$ cat src/rtl/uart_tx_fifo.sv
// Byte-FIFO-fed 8N1 UART transmitter: queued bytes go out LSB first,
// back-to-back with no idle gap while the FIFO holds data.
module uart_tx_fifo #(
    parameter int unsigned CLKS_PER_BIT = 868,
    parameter int unsigned FIFO_DEPTH   = 16,
    parameter int unsigned CW           = $clog2(FIFO_DEPTH) + 1
) (
    input  logic          clk,
    input  logic          reset,
    input  logic          wr_en,
    input  logic [7:0]    wr_data,
    output logic          full,
    output logic          empty,
    output logic [CW-1:0] count,
    output logic          busy,
    output logic          tx
);

    localparam int unsigned AW = (FIFO_DEPTH > 1) ? $clog2(FIFO_DEPTH) : 1;
    localparam int unsigned BW = (CLKS_PER_BIT > 1) ? $clog2(CLKS_PER_BIT) : 1;
    localparam logic [BW-1:0] BAUD_LAST = BW'(CLKS_PER_BIT - 1);
    localparam logic [CW-1:0] DEPTH_CNT = CW'(FIFO_DEPTH);

    typedef enum logic [1:0] {IDLE, START, DATA, STOP} state_t;

    state_t          state;
    logic [BW-1:0]   baud;
    logic [2:0]      bit_idx;
    logic [7:0]      shift;
    logic            avail;
    logic [7:0]      mem [FIFO_DEPTH];
    logic [AW-1:0]   wr_ptr;
    logic [AW-1:0]   rd_ptr;

    logic            bit_end_c;
    logic            pop_c;
    logic            push_c;
    logic [CW-1:0]   count_next_c;

    // IDLE acts on a one-cycle-delayed view of empty; STOP chains on the live flag
    assign bit_end_c    = (baud == BAUD_LAST);
    assign pop_c        = !empty && (((state == IDLE) && avail) ||
                                     ((state == STOP) && bit_end_c));
    assign push_c       = wr_en && (!full || pop_c);
    assign count_next_c = count + CW'(push_c) - CW'(pop_c);

    // FIFO bookkeeping; flags reflect the post-edge contents
    always_ff @(posedge clk or negedge reset) begin
        if (!reset) begin
            wr_ptr <= '0;
            rd_ptr <= '0;
            count  <= '0;
            empty  <= 1'b1;
            full   <= 1'b0;
        end else begin
            if (push_c) wr_ptr <= wr_ptr + AW'(1);
            if (pop_c)  rd_ptr <= rd_ptr + AW'(1);
            count <= count_next_c;
            empty <= (count_next_c == '0);
            full  <= (count_next_c == DEPTH_CNT);
        end
    end

    always_ff @(posedge clk) begin
        if (push_c) mem[wr_ptr] <= wr_data;
    end

    // Frame sequencer; tx and busy come straight from flops
    always_ff @(posedge clk or negedge reset) begin
        if (!reset) begin
            state   <= IDLE;
            tx      <= 1'b1;
            busy    <= 1'b0;
            baud    <= '0;
            bit_idx <= '0;
            shift   <= '0;
            avail   <= 1'b0;
        end else begin
            avail <= !empty;
            case (state)
                IDLE: begin
                    if (pop_c) begin
                        state <= START;
                        tx    <= 1'b0;
                        busy  <= 1'b1;
                        baud  <= '0;
                        shift <= mem[rd_ptr];
                    end
                end
                START: begin
                    if (bit_end_c) begin
                        state   <= DATA;
                        baud    <= '0;
                        bit_idx <= '0;
                        tx      <= shift[0];
                    end else begin
                        baud <= baud + BW'(1);
                    end
                end
                DATA: begin
                    if (bit_end_c) begin
                        baud <= '0;
                        if (bit_idx == 3'd7) begin
                            state <= STOP;
                            tx    <= 1'b1;
                        end else begin
                            bit_idx <= bit_idx + 3'd1;
                            shift   <= {1'b0, shift[7:1]};
                            tx      <= shift[1];
                        end
                    end else begin
                        baud <= baud + BW'(1);
                    end
                end
                STOP: begin
                    if (bit_end_c) begin
                        baud <= '0;
                        if (pop_c) begin
                            state <= START;
                            tx    <= 1'b0;
                            shift <= mem[rd_ptr];
                        end else begin
                            state <= IDLE;
                            busy  <= 1'b0;
                        end
                    end else begin
                        baud <= baud + BW'(1);
                    end
                end
                default: begin
                    state <= IDLE;
                    tx    <= 1'b1;
                    busy  <= 1'b0;
                end
            endcase
        end
    end

endmodule

$ cat config.mk
export PLATFORM = sky130hd
export DESIGN_NAME = uart_tx_fifo
export DESIGN_NICKNAME = d
export VERILOG_FILES = /design/src/rtl/uart_tx_fifo.sv
export SDC_FILE = /design/constraint.sdc
export NUM_CORES = 1
export LEC_CHECK = 0
export BUFFER_PORTS_ARGS = -buffer_cell sky130_fd_sc_hd__buf_4
export CORE_MARGIN = 2
export CORE_UTILIZATION = 40
export DETAILED_ROUTE_END_ITERATION = 8
export HOLD_SLACK_MARGIN = 0.15
export PLACE_DENSITY = 0.61
export SETUP_SLACK_MARGIN = 0.5
export SYNTH_ARGS = -nofsm -noshare
export SYNTH_HDL_FRONTEND = slang
export SYNTH_SLANG_ARGS = --single-unit
$ cat constraint.sdc
create_clock -name clk -period 6.2 [get_ports clk]
set_clock_uncertainty 0.05 [all_clocks]
set_input_delay 0.31 -clock clk [delete_from_list [all_inputs] [get_ports clk]]
set_output_delay 0.31 -clock clk [all_outputs]
set_load 0.01 [all_outputs]
[Word-level counts from Yosys, hierarchy flattened]
Memory sizes are Yosys's and may differ from the RTL's.
Index checks and enable logic that the tools add are counted.
Storage, ports and cells
  register bits: 41
  bits in latches: 0
  bits in writable memories: 128
  memory bits (read-only): 0
  input port bits: 11
  output and inout bits: 9
  logic and storage cells: 82
  memories kept: 1
Cells by class
  add/sub/neg operators: 6
  multiply operators: 0
  divide/modulo/power cells: 0
  magnitude comparators: 0
  eq/ne operators: 13
  shift-type cells: 0
  mux-type cells: 31
  bitwise gates (word level): 0
  reduce and logical (&&, ||, !) cells: 19
Memory list
  mem: depth 16, bits a word 8, rd ports 1, clocked after Yosys merged registers in 0, write ports 1, line 31  | logic [7:0] mem [FIFO_DEPTH];
Operators by type and width (number)
  $mux 8: 4
  $pmux 8 s3: 1
  $mux 10: 2
  $pmux 10 s2: 1
  $ne 2x2->1 const B: 7
  $reduce_and 4->1: 3
  $mux 1: 11
  $add 10x1->10 const B: 1
  $eq 10x10->1 const B: 1
  $mux 2: 5
  $mux 3: 3
  $add 4x1->4 const B: 2
  $pmux 2 s4: 1
  $pmux 3 s2: 1
  $add 5x1->5: 1
  $eq 5x5->1 const B: 1
  $logic_not 5->1: 1
  $reduce_and 5->1: 1
  $sub 5x1->5: 1
  $eq 2x2->1 const B: 2
  $logic_and 1x1->1: 4
  $pmux 1 s4: 1
  $reduce_bool 2->1: 2
  $add 3x1->3 const B: 1
  other kinds (9): 11

[Logic depth before layout (Yosys ltp)]
  word-level depth: 9
  mapped depth: 15
  depth with buffers taken out: 14

[Least setup slack after synthesis]
Ideal clock, no wire load.
  path kind: reg-to-reg
  start point: register baud[0]
  end point: register full
  setup time: 88 ps
  data arrival time: 3327 ps
  required time: 6062 ps
  slack: 2735 ps
  stages on the path, launching flop included: 15
  buffers on the path: 1
  clock period less this slack: 3465 ps
  cell sequence: dfrtp_1 ha_1 or4b_4 nor4_4 o21a_4 inv_2 buf_6 ha_1 inv_1 ha_1 fa_1 a21o_1 a21oi_1 xnor2_1 nor3b_1
On the way
  word-level cells in the longest chain between the ends: 9
Ends and longest elaborated chain
  start, declared: line 27  | logic [BW-1:0] baud;
  start signal, assigned: line 97  | baud <= baud + BW'(1);
  start signal, assigned: line 112  | baud <= baud + BW'(1);
  start signal, assigned: line 127  | baud <= baud + BW'(1);
  $eq 10x10->1 (*): line 41  | assign bit_end_c = (baud == BAUD_LAST);
  $logic_and 1x1->1 (*): line 43  | ((state == STOP) && bit_end_c));
  $logic_or 1x1->1 (*): line 42  | assign pop_c = !empty && (((state == IDLE) && avail) ||
  $logic_and 1x1->1 (*): line 42
  $logic_or 1x1->1: line 44  | assign push_c = wr_en && (!full || pop_c);
  $logic_and 1x1->1: line 44
  $add 5x1->5: line 45  | assign count_next_c = count + CW'(push_c) - CW'(pop_c);
  $sub 5x1->5 (*): line 45
  via count_next_c[4]: line 38  | logic [CW-1:0] count_next_c;
  $eq 5x5->1 (*): line 60  | full <= (count_next_c == DEPTH_CNT);
  end signal, assigned: line 60
  end, declared: line 12  | output logic full,
Mark *: on every way through the listed nets, which the timed path passes. The rest lies on a longest branch.
A chain may end at the register's enable or synchronous reset.

[Worst setup path in the final report]
Ends and elaborated chain as after synthesis.

==> results.toml <==
[placement]
place_ws_ns = 2.41
post-dp-hpwl_um = 9510
placed_area_mm2 = 0.00777
place_congestion = 0.769
io_buffers = 19
dp_cells = 685

[synth]
ys_seq_area_share_pct = 65.6
synth.distinct_cells = 61
synth_area_per_cell_um2 = 16.3
synth_most_common_cell = "edfxtp_1"
synth_edf_count = 128
netlist_instances = 457
synth_top_flop_cell = "edfxtp_1"
synth_seq_cells = 169
yosys_warnings = 0
synthArstFlopShare_pct = 24.3
synth_commonest_cells = "edfxtp_1 (128), dfrtp_1 (39), mux4_2 (32)"
syn_nets = 487
synth_area_mm2 = 0.00743
synth_area_leader_cell = "edfxtp_1"
synth_top_area_share_pct = 51.8
synthTopCellsByArea = "edfxtp_1 (52%), dfrtp_1 (13%), mux4_2 (9.7%)"

[routing]
drc = 0
drt_iter0_markers = 258
ant_nets = 0
first_pass_iters = 4
vias = 4020
wire_per_inst_um = 20.6
wirelength_um = 14900
avgViaCountPerCell = 5.54

[timing]
fmax_ghz = 0.263
drv_slew = 0
hold_viol = 0
tightest_slew_ns = 1.15
fin_crit_sh_pct = 61.3
setup_violations = 0
maxSlewHeadroom_pct = 22.7
min_period_ns = 3.80
rsz0062_at_grt = "false"
setup_tns_ns = 0
whs_ns = 0.161
fin_ws_ns = 2.40

[clock_network]
cts.hold.buffers_added = 8
clk_pin_slew_ns = 0.07
cts_resized = 0
cts_setup_buffers = 0
htree_levels = 4
clk_latency_ns = 0.43
clk_path_buf_depth = 2
numCtsBuffers = 17
root_buffer = "clkbuf_16"
cts.sink_count = 169
cts_tree = "yes"

[floorplan]
coreArea_mm2 = 0.0181
die_h_um = 140
pin_count = 20
rows = 49
die_area_mm2 = 0.0197
die_w_um = 140
initial_utilization_pct = 41.1

[finish]
final_cells = 725
post-route-util_pct = 46.8
finish.instance_area_mm2 = 0.00846
finalNetCount = 513
layout-drive-gt1-share_pct = 22.8
antennaDiodeCount = 0
syn_to_final_growth_pct = 13.9

[global_routing]
track_usage_pct = 16.2
antenna_found_initial = 0
grt_pass1_vias = 4078
grt_max_degree = 42
grt_pass1_wl_um = 23700
grt-ovfl-total = 0

[worst_setup_path]
required_ns = 6.48
worstSetupEndpointType = "register"
crit_chain = "ha_1 > or4b_4 > nor4_4 > o21a_4 > inv_2 > ha_1 > inv_1 > ha_1 > fa_1 > a21o_1 > a21oi_1 > xnor2_1 > nor3b_1"
cpMaxStageDelayCell = "or4b_4"
max_stage_delay_ns = 0.53
start_kind = "register"
cp_data_arrival_time_ns = 4.09
criticalPathCategory = "reg2reg"
cp_max_fo = 11
crit_top_cell = "ha_1"

[run]
maxCapViolCount = 0

[pwr]
vdd_ir_drop_max_mv = 0.243
powerDensity_mw_per_mm2 = 351
p_leak_nw = 3.08
finalPower_mw = 2.97

[worst_hold_path]
hp-class = "in2reg"

[run_status]
status = "complete, no violations"
## area by class of cell
type | instances | area, um2
inverter | 16 | 60.1
timing repair buffer | 30 | 245
sequential | 169 | 4870
multi-input combinational | 249 | 2390
clock inverter | 15 | 181
clock buffer | 17 | 425
fill | 1512 | 9620
tap | 229 | 287
## critical path: cells and delay by family (launching register included)
kind,cells,cell delay [ns]
flops,1,0.41
buf+inv,2,0.17
simple gates,3,1.11
fa+ha+maj,4,1.16
xor+xnor,1,0.18
compound gates,3,0.62
## flip-flops by register name, summed over array words and instances (netlist names)
register  flops
wr_ptr        4
avail         1
rd_ptr        4
shift         8
empty         1
count         5
full          1
baud         10
bit_idx       3
busy          1
mem         128
state         2
tx            1
## where the power goes
part / internal (mW) / switching, mW / leakage (nW)
Clock: 0.610 / 0.467 / 0.296
Sequential: 1.36 / 0.0978 / 1.64
Combinational: 0.193 / 0.247 / 1.14
Total: 2.16 / 0.812 / 3.08
## routing by layer
layer / global-route usage [%] / share of wire [%]
met4: 5.42 / 2.0
met2: 27.0 / 50
met5: 0 / 0
met1: 21.3 / 46
met3: 3.28 / 2.4
## cells in the final DEF, fill, tap and decap left out, types with 4 or more instances in the layout
cell           instances
mux4_2                32
a21oi_1                5
inv_6                  6
mux2_2                 6
nand3_1               10
dfrtp_1               38
dlygate4sd3_1          8
a31oi_1                8
inv_1                 15
nor2_1                11
a22o_1                 4
a21o_1                 9
a22oi_1               16
xor2_1                 5
edfxtp_1             128
buf_4                 22
o21ai_0               12
nand2b_1               4
clkbuf_16             17
ha_1                  18
nor3_1                 4
nand2_1               22
mux2i_1                8
a211oi_1               7
nor2b_1                7
and2_1                 6
xnor2_1                6
## logic make-up (layout without fill, tap and decap cells)
| group | count (synthesis) | count (layout) | share of synthesized area (%) |
|---|---|---|---|
| compound gates | 74 | 74 | 7.04 |
| simple gates | 99 | 99 | 8.71 |
| mux | 46 | 46 | 11.7 |
| fa+ha+maj | 19 | 19 | 3.30 |
| buf+inv | 39 | 78 | 2.36 |
| flops | 169 | 169 | 65.6 |
| xor+xnor | 11 | 11 | 1.30 |
## worst paths after layout
check	startpoint	end	slack [ns]	depth (start not counted)
setup / recovery	baud[0]$_DFFE_PN0N_	full$_DFF_PN0_	2.40	13
hold reg to reg	shift[7]$_DFFE_PN0P_	shift[7]$_DFFE_PN0P_	0.47	1
setup reg to reg	baud[0]$_DFFE_PN0N_	full$_DFF_PN0_	2.40	13
max in group asynchronous	reset	rd_ptr[0]$_DFFE_PN0P_	5.35	2
hold / removal	wr_data[2]	mem[4][2]$_DFFE_PP_	0.16	1
min in group asynchronous	reset	baud[8]$_DFFE_PN0N_	0.36	2
No activity file was read; power rests on OpenSTA's default activity.
